## config.mk

```make
export PLATFORM = sky130hd
export DESIGN_NAME = huffman_packer
export DESIGN_NICKNAME = d
export VERILOG_FILES = /design/src/rtl/huffman_packer.sv
export SDC_FILE = /design/constraint.sdc
export NUM_CORES = 1
export LEC_CHECK = 0
export ABC_AREA = 1
export CORE_MARGIN = 4
export CORE_UTILIZATION = 50
export CTS_BUF_LIST = sky130_fd_sc_hd__clkbuf_2
export DETAILED_ROUTE_END_ITERATION = 10
export PLACE_DENSITY_LB_ADDON = 0.15
export RECOVER_POWER = 100
export SYNTH_ARGS = -nofsm -noshare
export SYNTH_HDL_FRONTEND = slang
export SYNTH_SLANG_ARGS = --single-unit
```

## constraint.sdc

```tcl
create_clock -name clk -period 3.1 [get_ports clk]
set_clock_uncertainty 0.05 [all_clocks]
set_input_delay 0.62 -clock clk [delete_from_list [all_inputs] [get_ports clk]]
set_output_delay 0.62 -clock clk [all_outputs]
set_load 0.02 [all_outputs]
```

## src/rtl/huffman_packer.sv

```systemverilog
// Huffman bit packer: maps symbols 1..6 through a latched code table and packs codes MSB-first into bytes.
// Latency: a byte completed by a symbol accepted at edge E is presented after edge E+1; flush emits one byte per cycle.
// Backpressure: none downstream; sym_ready is held high for the whole RUN phase and the 16-bit buffer never overflows.
module huffman_packer (
  input  logic        clk,
  input  logic        reset,
  input  logic        code_valid,
  input  logic [7:0]  HC1,
  input  logic [7:0]  HC2,
  input  logic [7:0]  HC3,
  input  logic [7:0]  HC4,
  input  logic [7:0]  HC5,
  input  logic [7:0]  HC6,
  input  logic [7:0]  M1,
  input  logic [7:0]  M2,
  input  logic [7:0]  M3,
  input  logic [7:0]  M4,
  input  logic [7:0]  M5,
  input  logic [7:0]  M6,
  input  logic        sym_valid,
  input  logic [7:0]  sym_data,
  input  logic        sym_last,
  output logic        sym_ready,
  output logic        out_valid,
  output logic [7:0]  out_data,
  output logic        out_last,
  output logic        done,
  output logic [15:0] byte_cnt
);

  typedef enum logic [1:0] {
    IDLE  = 2'd0,
    RUN   = 2'd1,
    FLUSH = 2'd2,
    DONE  = 2'd3
  } state_t;

  state_t state;
  state_t state_nxt;

  // Latched code table: code already masked, length derived from the mask.
  logic [5:0][7:0] code_tab;
  logic [5:0][3:0] len_tab;

  // MSB-aligned bit buffer; valid bits occupy bit_buf[15 -: bit_cnt], everything below is zero.
  logic [15:0] bit_buf;
  logic [4:0]  bit_cnt;

  logic [7:0]  sel_code;
  logic [3:0]  sel_len;
  logic        accept;
  logic        pop;
  logic        append;
  logic [15:0] base_buf;
  logic [4:0]  base_cnt;
  logic [15:0] sym_aligned;
  logic [15:0] run_buf;
  logic [4:0]  run_cnt;
  logic        flush_emit;
  logic        flush_last;
  logic [4:0]  flush_cnt;
  logic [15:0] byte_cnt_inc;

  function automatic logic [3:0] popcount8(input logic [7:0] v);
    logic [3:0] c;
    c = '0;
    for (int i = 0; i < 8; i++) begin
      c = c + {3'b000, v[i]};
    end
    return c;
  endfunction

  assign sym_ready = (state == RUN);
  assign done      = (state == DONE);
  assign accept    = sym_valid && sym_ready;

  // Look up code and length for the incoming symbol; out-of-range symbols contribute nothing.
  always_comb begin
    sel_code = '0;
    sel_len  = '0;
    case (sym_data)
      8'd1: begin sel_code = code_tab[0]; sel_len = len_tab[0]; end
      8'd2: begin sel_code = code_tab[1]; sel_len = len_tab[1]; end
      8'd3: begin sel_code = code_tab[2]; sel_len = len_tab[2]; end
      8'd4: begin sel_code = code_tab[3]; sel_len = len_tab[3]; end
      8'd5: begin sel_code = code_tab[4]; sel_len = len_tab[4]; end
      8'd6: begin sel_code = code_tab[5]; sel_len = len_tab[5]; end
      default: ;
    endcase
  end

  // RUN datapath: pop a full byte first, then append the accepted code behind the remaining bits.
  always_comb begin
    pop         = (bit_cnt >= 5'd8);
    base_buf    = pop ? {bit_buf[7:0], 8'h00} : bit_buf;
    base_cnt    = pop ? (bit_cnt - 5'd8) : bit_cnt;
    append      = accept && (sel_len != 4'd0);
    // Left-justify the right-aligned code to bit 15, then slide it behind the existing bits.
    sym_aligned = ({sel_code, 8'h00} << (4'd8 - sel_len)) >> base_cnt;
    run_buf     = append ? (base_buf | sym_aligned) : base_buf;
    run_cnt     = append ? (base_cnt + {1'b0, sel_len}) : base_cnt;
  end

  // FLUSH datapath: drain up to eight bits per cycle; the byte that empties the buffer is the last one.
  always_comb begin
    flush_emit = (bit_cnt != 5'd0);
    flush_last = (bit_cnt <= 5'd8);
    flush_cnt  = flush_last ? 5'd0 : (bit_cnt - 5'd8);
  end

  assign byte_cnt_inc = (byte_cnt == 16'hFFFF) ? byte_cnt : (byte_cnt + 16'd1);

  // State register.
  always_ff @(posedge clk) begin
    if (!reset) begin
      state <= IDLE;
    end else begin
      state <= state_nxt;
    end
  end

  // Next-state logic.
  always_comb begin
    state_nxt = state;
    case (state)
      IDLE:    if (code_valid) state_nxt = RUN;
      RUN:     if (accept && sym_last) state_nxt = FLUSH;
      FLUSH:   if (bit_cnt == 5'd0) state_nxt = DONE;
      DONE:    state_nxt = IDLE;
      default: state_nxt = IDLE;
    endcase
  end

  // Code table, bit buffer, output byte register and frame byte counter.
  always_ff @(posedge clk) begin
    if (!reset) begin
      code_tab  <= '0;
      len_tab   <= '0;
      bit_buf   <= '0;
      bit_cnt   <= '0;
      out_valid <= 1'b0;
      out_data  <= '0;
      out_last  <= 1'b0;
      byte_cnt  <= '0;
    end else begin
      out_valid <= 1'b0;
      out_last  <= 1'b0;
      case (state)
        IDLE: begin
          if (code_valid) begin
            code_tab[0] <= HC1 & M1;
            code_tab[1] <= HC2 & M2;
            code_tab[2] <= HC3 & M3;
            code_tab[3] <= HC4 & M4;
            code_tab[4] <= HC5 & M5;
            code_tab[5] <= HC6 & M6;
            len_tab[0]  <= popcount8(M1);
            len_tab[1]  <= popcount8(M2);
            len_tab[2]  <= popcount8(M3);
            len_tab[3]  <= popcount8(M4);
            len_tab[4]  <= popcount8(M5);
            len_tab[5]  <= popcount8(M6);
            bit_buf     <= '0;
            bit_cnt     <= '0;
            byte_cnt    <= '0;
          end
        end
        RUN: begin
          if (pop) begin
            out_valid <= 1'b1;
            out_data  <= bit_buf[15:8];
            byte_cnt  <= byte_cnt_inc;
          end
          bit_buf <= run_buf;
          bit_cnt <= run_cnt;
        end
        FLUSH: begin
          if (flush_emit) begin
            out_valid <= 1'b1;
            out_data  <= bit_buf[15:8];
            out_last  <= flush_last;
            byte_cnt  <= byte_cnt_inc;
            bit_buf   <= {bit_buf[7:0], 8'h00};
            bit_cnt   <= flush_cnt;
          end
        end
        default: ;
      endcase
    end
  end

endmodule

```

==> results.yml, run 1 <==
routing:
  drt-initial-drc-count: 610
  routed_wl_mm: 21.8
  dr_wl_met3_mm: 1.54
  wl_met1_mm: 10.2
  postRouteAntennaNets: 0
  wl_met2_mm: 9.51
  top_layer: "met5"
  vias: 7960
  viasPerCell: 5.29
  drt_pass1_iterations: 7
  drc: 0
  wl_per_cell_um: 14.5
logic_synthesis:
  yosysTopAreaCell: "dfxtp_1"
  ys_types: 47
  ys_ff_latch: 121
  synth_nets: 1266
  netlist.area_leader.share: 0.310
  synthFlopType: "dfxtp_1"
  synth_commonest_cells: "235 x nand2_1, 195 x nand3_1, 121 x dfxtp_1, 107 x inv_1, 92 x a21oi_1"
  ys_async_sr_fraction: 0
  synth_warnings: 0
  synth_cells: 1104
  yosysMostFrequentCell: "nand2_1"
  synth_edf_count: 0
  synth.avg_cell_area_um2: 7.09
  syn_area_um2: 7830
  yosysSeqAreaShare: 0.310
  synthTopCellsByArea: "dfxtp_1 31%, nand3_1 12%, nand2_1 11%, fa_1 6.4%, a21oi_1 5.9%"
global_route:
  grt_pass1_vias: 7377
  gr-total-overflow: 0
  grt_use_total: 0.247
  grt_max_degree: 65
  grt_pass1_wl_mm: 36.0
  grt_antenna_before_repair: 1
worst_setup_path:
  r2r_cells: 15
  crit_fanout: 2
  reg2reg_slack_ns: 0.32
  critPathCaptureType: "flip-flop"
  crit_type: "input port to flip-flop"
  worstPathArrival_ns: 3.61
  required_ns: 3.69
  start_kind: "input port"
timing:
  fin_crit_sh: 0.974
  maxSlewHeadroom: 0.172
  maxSlewViolCount: 0
  fmax_mhz: 331
  setup_viol: 0
  fin_hold_ws_ns: 0.406
  setup_slack_ns: 0.0808
  period_needed_ns: 3.02
  rsz0062_at_grt: "no"
  hold_viol_final: 0
  tightest_slew_ns: 1.24
place:
  dp_hpwl_mm: 17.1
  globalplace.congestion: 0.924
  io_buffers: 136
  dpl_cell_area_um2: 9740
  place_ws_ns: -0.645
cells_and_area:
  layout.nets: 1443
  syn_to_final_growth_pct: 27.7
  finish.instance_area_um2: 9990
  n_antenna_cell: 0
  drive_gt1_frac: 0.134
power_and_ir_drop:
  p_per_area_nw_per_um2: 496
  peakVddDrop_v: 0.000355
  power.internal_uw: 3000
  clkPwrFrac: 0.242
  power_switching_uw: 1960
  sw_frac_of_total: 0.396
  p_leak_uw: 0.00442
  power_frac_comb: 0.377
  pwr-share-seq: 0.380
clock_network:
  cts_tree: "built"
  numClockSinks: 121
  root_buffer: "clkbuf_2"
  path_clk_slew_ns: 0.20
  clk_latency_ns: 0.71
  cts_setup_buffers: 0
  cts_buffers: 17
  htreeDepth: 4
  clockBufferDepth: 2
floorplan:
  coreArea_um2: 15300
  num_io_pins: 137
  start_util: 0.513
  die_w_um: 133
  die_h_um: 133
  row_count: 45
  die_area_um2: 17700
min_path:
  hp-class: "input port to flip-flop"
  hold_path_depth: 3
job:
  drv_cap: 0
status:
  status: "finished clean"
worst max-delay path, stage by stage:
cell,delay [ns]
clkdlybuf4s50_1,0.51
fa_1,0.57
inv_1,0.05
fa_1,0.47
fa_1,0.49
inv_1,0.04
ha_1,0.19
fa_1,0.38
xnor2_1,0.13
a21oi_1,0.13
worst paths after layout:
| kind | start | endpoint |
|---|---|---|
| hold reg to reg | out_data[7]$_SDFFE_PN0P_ | out_data[7]$_SDFFE_PN0P_ |
| hold / removal | HC5[6] | code_tab[38]$_SDFFE_PN0P_ |
| setup / recovery | M2[0] | len_tab[6]$_SDFFE_PN0P_ |
| setup reg to reg | bit_cnt[0]$_SDFFE_PN0P_ | byte_cnt[14]$_SDFFE_PN0P_ |
cell usage in the layout (no fill, tap or decap), drive strengths merged, types with 6 or more instances in the layout:
| cell | instances |
|---|---|
| buf | 66 |
| a211oi | 10 |
| clkdlybuf4s50 | 109 |
| a31oi | 6 |
| o211ai | 8 |
| o21ai | 52 |
| ha | 28 |
| inv | 125 |
| nand3 | 207 |
| a21oi | 97 |
| nor3 | 10 |
| clkbuf | 21 |
| nor2 | 81 |
| clkinv | 12 |
| nand4 | 11 |
| dlygate4sd3 | 27 |
| dfxtp | 121 |
| nand2 | 252 |
| fa | 25 |
metrics by stage:
step,setup TNS [ns],power (uW),util,cells
2_1_floorplan,0,3150,-,1104
3_3_place_gp,-16.47,3800,0.639,1472
3_5_place_dp,-18.10,3840,0.639,1472
4_1_cts,0,5040,0.657,1504
5_1_grt,0,5300,0.655,1505
6_report,0,4960,0.655,1505
metal layers:
metal  global-route usage  vias to the layer above
li1                     -                     4022
met1                0.353                     3610
met2                0.374                      281
met3               0.0559                       45
met4               0.0731                        2
met5                    0                        -
state kept, by name, indices dropped and copies added (netlist names):
signal     count
bit_buf       16
byte_cnt      16
out_data       8
code_tab      48
state          2
len_tab       24
out_last       1
out_valid      1
bit_cnt        5
power groups by stage:
stage / sequential [uW] / combinational, uW / clock [uW]
2_1_floorplan: 1890 / 1260 / 0
3_3_place_gp: 1920 / 1890 / 0
3_5_place_dp: 1920 / 1920 / 0
4_1_cts: 1890 / 1930 / 1220
5_1_grt: 1910 / 2100 / 1290
6_report: 1890 / 1870 / 1200
cell families after synthesis:
kind of cell               count (synthesis)  synth area share
AOI/OAI and AO/OA                        179             0.131
muxes                                      1           0.00128
adders and majority gates                 53             0.109
xor gates and xnor gates                   9            0.0101
and+or+nand+nor                          564             0.343
buffers and inverters                    177            0.0963
DFF                                      121             0.310
timing repair:
item	in CTS	in global routing
setup endpoints to repair	0	5
resized for setup	0	5
hold buffers	0	0
cell type report:
cell class | count | area (um2)
Clock inverter | 15 | 198
Clock buffer | 17 | 85.1
Timing Repair inverter | 1 | 7.51
Multi-Input combinational cell | 806 | 4620
Sequential cell | 121 | 2420
Tap cell | 211 | 264
Timing Repair Buffer | 206 | 1910
Fill cell | 1378 | 5270
Inverter | 128 | 484
(Power assumes the default switching activity.)
==> run 2, diff against run 1 <==
--- a/constraint.sdc
+++ b/constraint.sdc
@@ -3,3 +3,3 @@
 set_input_delay 0.62 -clock clk [delete_from_list [all_inputs] [get_ports clk]]
 set_output_delay 0.62 -clock clk [all_outputs]
-set_load 0.02 [all_outputs]
+set_load 0.05 [all_outputs]
==> run 2 against run 1 <==
Net effect:
- first-iteration DRC count stayed put
- clock power hardly changed
- combinational power increased by 2%
- global-route usage unchanged
- non-clock buffer count stayed put
- register-to-register slack hardly changed
- largest cell class unchanged
- via count grew 0.13%
==> results.yml, run 2 (synthesis results as in run 1) <==
status:
  status: "finished clean"
cells_and_area:
  drive_gt1_frac: 0.134
  layout_common_cells: "236 x nand2_1, 196 x nand3_1, 121 x dfxtp_1"
  syn_to_final_growth_pct: 27.7
  n_fill_cell: 1378
  largestRegisters: "code_tab (48), len_tab (24)"
  layout.nets: 1443
  post-route-util: 0.655
  largest_register_ffs: 48
  top_register: "code_tab"
  n_antenna_cell: 0
  layout_commonest_cell: "nand2_1"
worst_setup_path:
  reg2reg_slack_ns: 0.32
  required_ns: 3.68
  slowest_delay_ns: 0.57
  cp_cell_sequence: "clkdlybuf4s50_1 > fa_1 > inv_1 > fa_1 > fa_1 > inv_1 > ha_1 > fa_1 > xnor2_1 > a21oi_1"
  start_kind: "input port"
  cpMaxStageDelayCell: "fa_1"
  worstPathArrival_ns: 3.61
  critPathCaptureType: "flip-flop"
  crit_fanout: 2
  crit_type: "input port to flip-flop"
  path_common_cell: "fa_1"
floorplan:
  die_area_um2: 17700
  coreArea_um2: 15300
  die_h_um: 133
  start_util: 0.513
  num_io_pins: 137
  die_w_um: 133
  row_count: 45
routing:
  routed_wl_mm: 21.9
  wl_per_cell_um: 14.5
  drc: 0
  viasPerCell: 5.30
  vias: 7970
  drt-initial-drc-count: 610
  drt_pass1_iterations: 7
  postRouteAntennaNets: 0
global_route:
  gr-total-overflow: 0
  grt_use_total: 0.247
  grt_antenna_before_repair: 1
  grt_pass1_wl_mm: 36.0
  grt_max_degree: 65
  grt_pass1_vias: 7377
power_and_ir_drop:
  power.internal_uw: 2990
  peakVddDrop_v: 0.000354
  p_per_area_nw_per_um2: 500
  p_leak_uw: 0.00442
  power_frac_comb: 0.382
  clkPwrFrac: 0.240
  sw_frac_of_total: 0.401
  power_switching_uw: 2000
  pwr-share-seq: 0.378
clock_network:
  cts_tree: "built"
  htreeDepth: 4
  clockBufferDepth: 2
  cts_buffers: 17
  root_buffer: "clkbuf_2"
  path_clk_slew_ns: 0.20
  numClockSinks: 121
  clk_latency_ns: 0.71
timing:
  maxSlewViolCount: 0
  rsz0062_at_grt: "no"
  fin_crit_sh: 0.976
  setup_viol: 0
  hold_viol_final: 0
  maxSlewHeadroom: 0.171
  tightest_slew_ns: 1.24
  finalSetupTns_ns: 0
  period_needed_ns: 3.03
  setup_slack_ns: 0.0747
  fmax_mhz: 331
min_path:
  hp-class: "input port to flip-flop"
place:
  globalplace.congestion: 0.924
  io_buffers: 136
  dp_hpwl_mm: 17.1
  place_ws_ns: -0.645
job:
  drv_cap: 0
run 2: changes by cell type in the layout (fill, tap and decap cells not counted), sizes merged:
cell	before	now
dlygate4sd2	0	1
clkdlybuf4s50	109	108
run 2: per-stage QoR:
stage               power [uW]  instances  hold WS, ns  cell area [um2]
CTS                       5080       1504        0.366            10000
detailed placement        3880       1472        0.407             9740
finish                    5000       1505        0.412             9990
global placement          3840       1472        0.404             9740
global route              5330       1505        0.354             9990
floorplan                 3190       1104        0.382             7830
run 2: worst max-delay path: cells and delay by family:
| family | cells | cell delay, ns |
|---|---|---|
| AO/OA/AOI/OAI | 1 | 0.13 |
| XOR/XNOR | 1 | 0.13 |
| buffers and inverters | 3 | 0.60 |
| adder cells (fa/ha/maj) | 5 | 2.10 |
run 2: worst paths after layout:
path                                  from  cells past startpoint                        end
setup / recovery                     M2[0]                     10    len_tab[6]$_SDFFE_PN0P_
hold / removal                      HC5[6]                      3  code_tab[38]$_SDFFE_PN0P_
setup reg to reg   bit_cnt[0]$_SDFFE_PN0P_                     15  byte_cnt[14]$_SDFFE_PN0P_
hold reg to reg   out_data[7]$_SDFFE_PN0P_                      2   out_data[7]$_SDFFE_PN0P_
run 2: power groups by stage:
stage	Sequential (uW)	Combinational (uW)	Clock, uW
after floorplan	1910	1280	0
after global placement	1920	1930	0
after detailed placement	1920	1960	0
after CTS	1890	1970	1220
after global routing	1910	2130	1290
final	1890	1910	1200
run 2: routing by layer:
| metal | part of all wire | up-vias | GRT usage |
|---|---|---|---|
| met4 | 0.026 | 2 | 0.0731 |
| met2 | 0.44 | 284 | 0.374 |
| li1 | - | 4023 | - |
| met3 | 0.072 | 48 | 0.0559 |
| met1 | 0.47 | 3613 | 0.353 |
| met5 | 0.00041 | - | 0 |
run 2: layout make-up:
class                           count  area (um2)  share of cell area
Tap cell                          211         264              0.0264
Multi-Input combinational cell    806        4620               0.462
Inverter                          128         484              0.0485
Timing Repair inverter              1        7.51            0.000751
Clock inverter                     15         198              0.0198
Clock buffer                       17        85.1             0.00852
Timing Repair Buffer              206        1910               0.191
Sequential cell                   121        2420               0.242
run 2: repair_timing:
action | in CTS | in global routing
resized for setup | 1 | 5
setup buffers | 0 | 0
endpoints found under the setup margin | 1 | 5
hold buffers | 0 | 0
gates cloned | 0 | 1
endpoints found under the hold margin | 0 | 0
pin swaps | 0 | 0
==> run 3, diff against run 2 <==
ABC_CLOCK_PERIOD_IN_PS = 3100   (was default)
==> results of run 3 <==
Same layout as run 2: the final DEF is identical, and so are final timing and power.
